## src/rtl/bitseq_pkg.sv

```systemverilog
// Shared definitions for the bit-sequence scan arbiter: FSM encoding,
// default pattern and requester identifiers.
package bitseq_pkg;

    typedef enum logic [2:0] {
        ST_IDLE   = 3'd0,
        ST_LOAD   = 3'd1,
        ST_SHIFT  = 3'd2,
        ST_FLUSH  = 3'd3,
        ST_RESULT = 3'd4
    } state_t;

    localparam int                     DEF_PAT_LEN = 5;
    localparam logic [DEF_PAT_LEN-1:0] DEF_PAT     = 5'b10010;

    localparam logic REQ0 = 1'b0;
    localparam logic REQ1 = 1'b1;

endpackage

```

## src/rtl/bitseq_scan_arbiter_detect.sv

```systemverilog
// Serial pattern detector: keeps the last PAT_LEN-1 bits and raises a
// registered hit one cycle after the bit that completes PAT.
module bitseq_detect
    import bitseq_pkg::*;
#(
    parameter int                 PAT_LEN = DEF_PAT_LEN,
    parameter logic [PAT_LEN-1:0] PAT     = DEF_PAT
) (
    input  logic clk,
    input  logic rst,
    input  logic clr,
    input  logic bit_valid,
    input  logic bit_in,
    output logic hit
);

    logic [PAT_LEN-2:0] hist_r;
    logic [PAT_LEN-1:0] win_s;
    logic               match_s;

    // Candidate window: history plus the bit arriving this cycle.
    always_comb begin
        win_s   = {hist_r, bit_in};
        match_s = bit_valid && (win_s == PAT);
    end

    // History shift and registered hit; cleared at every new grant.
    always_ff @(posedge clk) begin
        if (rst || clr) begin
            hist_r <= '0;
            hit    <= 1'b0;
        end else begin
            hit <= match_s;
            if (bit_valid) begin
                hist_r <= win_s[PAT_LEN-2:0];
            end
        end
    end

endmodule

```

## src/rtl/bitseq_scan_arbiter.sv

```systemverilog
// Round-robin arbiter that lends one serial pattern detector to two
// framed requesters and returns a per-frame hit count.
module bitseq_scan_arbiter
    import bitseq_pkg::*;
#(
    parameter int                 DATA_W  = 8,
    parameter int                 PAT_LEN = DEF_PAT_LEN,
    parameter logic [PAT_LEN-1:0] PAT     = DEF_PAT,
    parameter int                 CNT_W   = 8
) (
    input  logic              clk,
    input  logic              rst,
    input  logic              req0_valid,
    input  logic [DATA_W-1:0] req0_data,
    input  logic              req0_last,
    output logic              req0_ready,
    input  logic              req1_valid,
    input  logic [DATA_W-1:0] req1_data,
    input  logic              req1_last,
    output logic              req1_ready,
    output logic              res_valid,
    output logic              res_id,
    output logic [CNT_W-1:0]  res_hits,
    output logic              res_overflow,
    output logic              busy
);

    localparam int               BIT_W   = (DATA_W > 1) ? $clog2(DATA_W) : 1;
    localparam logic [CNT_W-1:0] CNT_MAX = {CNT_W{1'b1}};

    state_t              state_r, state_s;
    logic                grant_r, grant_s, ptr_r;
    logic [DATA_W-1:0]   shreg_r, gdata_s;
    logic                last_r, gvalid_s, glast_s;
    logic [BIT_W-1:0]    bcnt_r;
    logic [CNT_W-1:0]    cnt_r, cnt_next_s;
    logic                ovf_r, ovf_next_s;
    logic                hit_s, start_s, accept_s, shift_done_s;
    logic                bit_valid_s, bit_in_s;
    logic                res_valid_r, res_id_r, res_ovf_r;
    logic [CNT_W-1:0]    res_hits_r;

    // Arbitration, granted-requester mux and handshake qualifiers.
    always_comb begin
        gdata_s  = (grant_r == REQ1) ? req1_data  : req0_data;
        gvalid_s = (grant_r == REQ1) ? req1_valid : req0_valid;
        glast_s  = (grant_r == REQ1) ? req1_last  : req0_last;
        if (req0_valid && req1_valid) begin
            grant_s = ptr_r;
        end else if (req1_valid) begin
            grant_s = REQ1;
        end else begin
            grant_s = REQ0;
        end
        start_s      = (state_r == ST_IDLE) && (req0_valid || req1_valid);
        accept_s     = (state_r == ST_LOAD) && gvalid_s;
        shift_done_s = (state_r == ST_SHIFT) && (bcnt_r == BIT_W'(DATA_W - 1));
        bit_in_s     = shreg_r[DATA_W-1];
    end

    // Saturating hit counter; overflow latches on a hit while already full.
    always_comb begin
        cnt_next_s = cnt_r;
        ovf_next_s = ovf_r;
        if (hit_s && (cnt_r == CNT_MAX)) begin
            ovf_next_s = 1'b1;
        end else if (hit_s) begin
            cnt_next_s = cnt_r + CNT_W'(1);
        end else begin
            cnt_next_s = cnt_r;
        end
    end

    // State register.
    always_ff @(posedge clk) begin
        if (rst) begin
            state_r <= ST_IDLE;
        end else begin
            state_r <= state_s;
        end
    end

    // Next-state logic.
    always_comb begin
        state_s = state_r;
        case (state_r)
            ST_IDLE:   state_s = start_s ? ST_LOAD : ST_IDLE;
            ST_LOAD:   state_s = accept_s ? ST_SHIFT : ST_LOAD;
            ST_SHIFT: begin
                if (shift_done_s) begin
                    state_s = last_r ? ST_FLUSH : ST_LOAD;
                end else begin
                    state_s = ST_SHIFT;
                end
            end
            ST_FLUSH:  state_s = ST_RESULT;
            ST_RESULT: state_s = ST_IDLE;
            default:   state_s = ST_IDLE;
        endcase
    end

    // State-decoded outputs.
    always_comb begin
        req0_ready  = (state_r == ST_LOAD) && (grant_r == REQ0);
        req1_ready  = (state_r == ST_LOAD) && (grant_r == REQ1);
        busy        = (state_r != ST_IDLE);
        bit_valid_s = (state_r == ST_SHIFT);
    end

    // Grant, word shifter, counter and result registers.
    always_ff @(posedge clk) begin
        if (rst) begin
            grant_r     <= REQ0;
            ptr_r       <= REQ0;
            shreg_r     <= '0;
            last_r      <= 1'b0;
            bcnt_r      <= '0;
            cnt_r       <= '0;
            ovf_r       <= 1'b0;
            res_valid_r <= 1'b0;
            res_id_r    <= 1'b0;
            res_hits_r  <= '0;
            res_ovf_r   <= 1'b0;
        end else begin
            if (start_s) begin
                grant_r <= grant_s;
                cnt_r   <= '0;
                ovf_r   <= 1'b0;
            end else begin
                cnt_r   <= cnt_next_s;
                ovf_r   <= ovf_next_s;
            end
            if (accept_s) begin
                shreg_r <= gdata_s;
                last_r  <= glast_s;
                bcnt_r  <= '0;
            end else if (bit_valid_s) begin
                shreg_r <= shreg_r << 1;
                bcnt_r  <= bcnt_r + BIT_W'(1);
            end
            // FLUSH is where the final hit lands, so capture the next count.
            res_valid_r <= (state_r == ST_FLUSH);
            if (state_r == ST_FLUSH) begin
                res_id_r   <= grant_r;
                res_hits_r <= cnt_next_s;
                res_ovf_r  <= ovf_next_s;
            end
            if (state_r == ST_RESULT) begin
                ptr_r <= ~grant_r;
            end
        end
    end

    assign res_valid    = res_valid_r;
    assign res_id       = res_id_r;
    assign res_hits     = res_hits_r;
    assign res_overflow = res_ovf_r;

    bitseq_detect #(
        .PAT_LEN (PAT_LEN),
        .PAT     (PAT)
    ) u_detect (
        .clk       (clk),
        .rst       (rst),
        .clr       (start_s),
        .bit_valid (bit_valid_s),
        .bit_in    (bit_in_s),
        .hit       (hit_s)
    );

endmodule

```

## config.mk

```make
export PLATFORM = sky130hd
export DESIGN_NAME = bitseq_scan_arbiter
export DESIGN_NICKNAME = d
export VERILOG_FILES = /design/src/rtl/bitseq_pkg.sv /design/src/rtl/bitseq_scan_arbiter_detect.sv /design/src/rtl/bitseq_scan_arbiter.sv
export SDC_FILE = /design/constraint.sdc
export NUM_CORES = 1
export LEC_CHECK = 0
export BUFFER_PORTS_ARGS = -buffer_cell sky130_fd_sc_hd__buf_2
export CORE_AREA = 3 3 74 76
export DETAILED_ROUTE_END_ITERATION = 8
export DIE_AREA = 0 0 77 79
export PLACE_DENSITY = 0.63
export SLEW_MARGIN = 20
export SYNTH_ARGS = -nofsm -noshare
export SYNTH_HDL_FRONTEND = slang
export SYNTH_SLANG_ARGS = --single-unit
```

## constraint.sdc

```tcl
create_clock -name clk -period 4.35 [get_ports clk]
set_input_delay 1.305 -clock clk [delete_from_list [all_inputs] [get_ports clk]]
set_output_delay 1.305 -clock clk [all_outputs]
set_load 0.03 [all_outputs]
```

# ---- Word-level counts from Yosys, hierarchy flattened
# Index checks and enable logic that the tools add are counted.
dict set report totals {
  ff_bits 42
  inputBits 22
  word_cells 54
}
dict set report classes {
  addsub 2
  n_eq_ne 7
  muxes 15
  n_bitwise 1
  n_reduce_logical 15
}
# op n
set op_table {}
lappend op_table {{8-bit two-way mux} 5}
lappend op_table {{3-bit case mux with 4 select lines} 1}
lappend op_table {{8-bit by 1-bit adder with 8-bit output, second input constant} 1}
lappend op_table {{8-bit equality test, second input constant} 1}
lappend op_table {{1-bit logical AND} 8}
lappend op_table {{3-bit by 2-bit equality test with 1-bit output, second input constant} 2}
lappend op_table {{3-bit equality test, second input constant} 2}
lappend op_table {{1-bit two-way mux} 6}
lappend op_table {{2-bit two-way mux} 3}
lappend op_table {{5-bit equality test, second input constant} 1}
lappend op_table {{2-bit OR reduction} 2}
lappend op_table {{3-bit by 1-bit adder with 3-bit output, second input constant} 1}
lappend op_table {{3-bit by 1-bit equality test with 1-bit output, second input constant} 1}
lappend op_table {{3-bit zero test} 1}
lappend op_table {{3-bit nonzero test} 1}
lappend op_table {{1-bit logical OR} 2}
lappend op_table {{2-bit nonzero test} 1}
lappend op_table {{1-bit NOT} 1}

# ---- Longest topological paths before layout
dict set report depth {
  depth_word 4
  ltp_mapped 6
  depth_no_buf 5
}

# ---- Hierarchy
# From an unflattened synthesis, not the netlist that was laid out.
dict set report hier_totals {
  cells_unflattened 203
  hier_area_um2 1970.6
}
# module instances cells_each area_each_um2 seq_area_each_um2
set by_module_without_submodules {}
lappend by_module_without_submodules {bitseq_scan_arbiter 1 186 1775.5 740.7}
lappend by_module_without_submodules {bitseq_detect 1 17 195.2 100.1}

# ---- Worst setup path before layout
# No wires, ideal clock.
dict set report synth_path {
  path_type {register -> output}
  start {reg state_r[1]}
  end {out req0_ready}
  t_arrival_ns 1.366
  t_required_ns 3.045
  path_slack_ns 1.679
  path_stages_with_launch 5
  path_buffers 2
  cell_sequence {dfxtp_1 > buf_6 > or3b_1 > buf_6 > nor2_1}
}
dict set report synth_between {
  elab_chain_cells 2
}
# element line_no
set synth_rtl {}
lappend synth_rtl {{start: declaration} bitseq_scan_arbiter.sv:31} ;# state_t state_r, state_s;
lappend synth_rtl {{start signal: assignment} bitseq_scan_arbiter.sv:79} ;# state_r <= state_s;
lappend synth_rtl {{3-bit by 1-bit equality test with 1-bit output} bitseq_scan_arbiter.sv:104} ;# req0_ready = (state_r == ST_LOAD) && (grant_r == REQ0);
lappend synth_rtl {{1-bit logical AND} bitseq_scan_arbiter.sv:104}
lappend synth_rtl {{end: declaration} bitseq_scan_arbiter.sv:16} ;# output logic req0_ready,
# No other way between the ends.

# ---- Worst setup path after layout
dict set report layout_path {
  start {reg state_r[0]}
  end {out req1_ready}
}
dict set report layout_between {
  elab_chain_cells 2
}
# element line_no
set layout_rtl {}
lappend layout_rtl {{3-bit by 1-bit equality test with 1-bit output} bitseq_scan_arbiter.sv:105} ;# req1_ready = (state_r == ST_LOAD) && (grant_r == REQ1);
lappend layout_rtl {{1-bit logical AND} bitseq_scan_arbiter.sv:105}
lappend layout_rtl {{end: declaration} bitseq_scan_arbiter.sv:20} ;# output logic req1_ready,
# No other way between the ends.

==> results.md <==
* Run status: completed
* GRT met2 Usage at 0.239
* Initial antenna violation count at 0
* Pre-Repair DR Iteration Count at 4
* EDFF count, synth at 0
* Commonest non-fill, non-tap cell in the layout: dfxtp_1
* R2R cell count at 3
* RSZ-0062 raised after global routing: no
* Via/cell ratio at 5.50
* Synth async-reset ratio at 0
* Worst hold stages at 2
* Drt first-iter violations at 96
* Setup crit end kind: output pin
* Hold Crit Class: flop to flop
* Hold path endpoint: res_id
* CTS root buf: clkbuf_8
* Sequential fraction of the synthesis area at 0.396
* TritonCTS clock tree: yes
* Netlist cell types at 49
* GR met1 Demand/Resource at 0.199
* First-pass GRT wire length at 7360 um
* FP Rows at 25
* Synth top area cells: dfxtp_1 40%, mux2i_1 7.1%, a211oi_1 4.6%, a2111oi_2 3.5%, nor2_1 3.5%
* IO buf count at 35
* Register area at 841 um^2
* Worst Skew at 6.17 ps
* GP Congestion at 0.792
* Setup TNS at 0 ps
* Final Max Slew Viols at 0
* Total GRT Usage at 0.151
* Leak Pwr at 0.928 nW
* FILL cells at 485
* Die Height at 79 um
* # hold bufs at CTS at 0
* Die width at 77 um
* Worst-margin pin slew at 759 ps
* Reg2reg end: shreg_r[1]
* WP data required at 3040 ps
* CTS Buf Count at 5
* Maximum capacitance violations at 0
* Syn Area/Cell at 9.69 um^2
* Final Hold Viols at 0
* Layout cells sized above 1 at 0.231
* Post-CTS sizing at 0
* Crit path launch type: flop
* Crit path kind: flop to output pin
* DRT antenna net count at 0
* Power per cell area at 332 nW/um^2
* Commonest cells after routing, fill and taps aside: 42 x dfxtp_1, 35 x buf_2, 20 x nor2_1
* Max rail drop VDD at 0.150 mV
* Most used DFF post-synth: dfxtp_1
* Tmin final at 3070 ps
* Area taken by multi-input logic gates at 1160 um^2
* Die area at 6080 um^2
* I/O pin total at 36
* CP max FO at 11
* Area growth syn-to-layout at 11.3%
* Most used routing layer: met2
* Skew-Pair Late Insertion Delay at 290 ps
* Met3 usage at 0.0385
* Register bit total from synthesis at 42
* Dpl hpwl at 2990 um
* Number of global-route vias before repair at 1,541
* Util after Layout at 0.494
* Fin Hold WS at 459 ps
* Core ar. at 4790 um^2
* Final nets at 268
* Slew headroom at 0.494
* # setup viols final at 0
* Achievable Freq at 0.326 GHz
* Cell Area, Synth at 2120 um^2
* Post-synthesis net count at 244
* Drt total wl at 4470 um
* Initial core utilization at 0.443
* Hold Startpoint: res_id
* Mapped Cells at 219
* Placed Cells at 303
* H-tree level count at 2
* Worst-path clk slew at 80 ps
* Period utilization at 0.705
* R2r setup slk at 2510 ps
* Antenna cells at 0
* Post-synth top area share at 0.396
* Leading area contributor after synthesis: dfxtp_1
* Number of post-CTS setup repair buffers at 0
* Remaining global-route overflow at 0
* Wirelength per Cell at 14.5 um
* CTS max path bufs at 2
* Filler-free cell count of the finished design at 309
* Total number of vias at 1,700
* DRC violations left at 0
* WP data arrival at 1760 ps
* CTS sink count at 42
* Largest net degree at the start of global routing at 32
* Yosys warnings at 0
* Reg-to-Reg Start: state_r[0]
## report_power, final
part	internal [W]	total (W)	switching [W]
Clock	0.000123	0.000250	0.000128
Combinational	0.0000477	0.000123	0.0000755
Sequential	0.000400	0.000412	0.0000121
Total	0.000570	0.000785	0.000215
## worst max-delay path, cell delays in order (launching register included)
cell and delay [ps]:
dfxtp_1 490, or3b_1 620, nor2_1 160, buf_2 210
## registers in the layout (all words and copies together), names as in the netlist, 3 cells and up
name / flops
u_detect.hist_r: 4
state_r: 3
cnt_r: 8
res_hits: 8
bcnt_r: 3
shreg_r: 8
## routing by layer
layer / wire (um) / share of wire
met5: 0 / 0
met4: 22 / 0.0049
met3: 202 / 0.045
met2: 2080 / 0.47
met1: 2160 / 0.48
## synth_stat cells, types with 2 or more instances
master,number
dfxtp_1,42
nor2_1,20
mux2i_1,15
a211oi_1,13
nor3_1,10
clkbuf_1,8
a21oi_1,7
nor2b_1,7
buf_2,6
nand3_1,6
a2111oi_2,5
nand3b_1,5
nor4_1,5
a311oi_1,4
a31oi_1,4
inv_1,4
nand2_1,4
nand4_1,4
and3_1,3
and4_1,3
buf_6,3
ha_1,3
nor3b_1,3
a2111oi_0,2
a21o_1,2
a2bb2oi_1,2
buf_4,2
mux2_2,2
nand2b_1,2
o211ai_1,2
o21ai_0,2
or3b_1,2
## cells by family (layout without fill, tap and decap cells)
| logic type | after synthesis | after routing | share of synthesized area |
|---|---|---|---|
| simple gates | 79 | 79 | 0.215 |
| compound gates | 53 | 53 | 0.216 |
| flops | 42 | 42 | 0.396 |
| buf+inv | 23 | 46 | 0.0584 |
| mux | 18 | 18 | 0.0920 |
| fa+ha+maj | 3 | 3 | 0.0177 |
| xor+xnor | 1 | 1 | 0.00413 |
## through the flow
step | setup WS, ps | total power [W] | instance area (um^2)
2_1_floorplan | 1680 | 0.000520 | 2120
6_report | 1280 | 0.000785 | 2360
5_1_grt | 1180 | 0.000822 | 2360
3_3_place_gp | 1620 | 0.000544 | 2280
3_5_place_dp | 1600 | 0.000545 | 2280
4_1_cts | 1280 | 0.000791 | 2360
## worst max-delay path by stage
| stage | startpoint | end | slack (ps) |
|---|---|---|---|
| 2_1_floorplan | state_r[1] | req0_ready | 1680 |
| 3_3_place_gp | state_r[0] | req1_ready | 1620 |
| 3_5_place_dp | state_r[0] | req1_ready | 1600 |
| 4_1_cts | state_r[0] | req1_ready | 1280 |
| 5_1_grt | state_r[0] | req1_ready | 1180 |
| 6_report | state_r[0] | req1_ready | 1280 |
## area by class of cell
class / count / area share
inverters: 4 / 0.00636
repair buffers: 36 / 0.0773
multi-input cells: 154 / 0.490
well taps: 67 / 0.0355
clock buffers: 6 / 0.0350
flip-flops and latches: 42 / 0.356
Power figures use the tool's default switching activity.
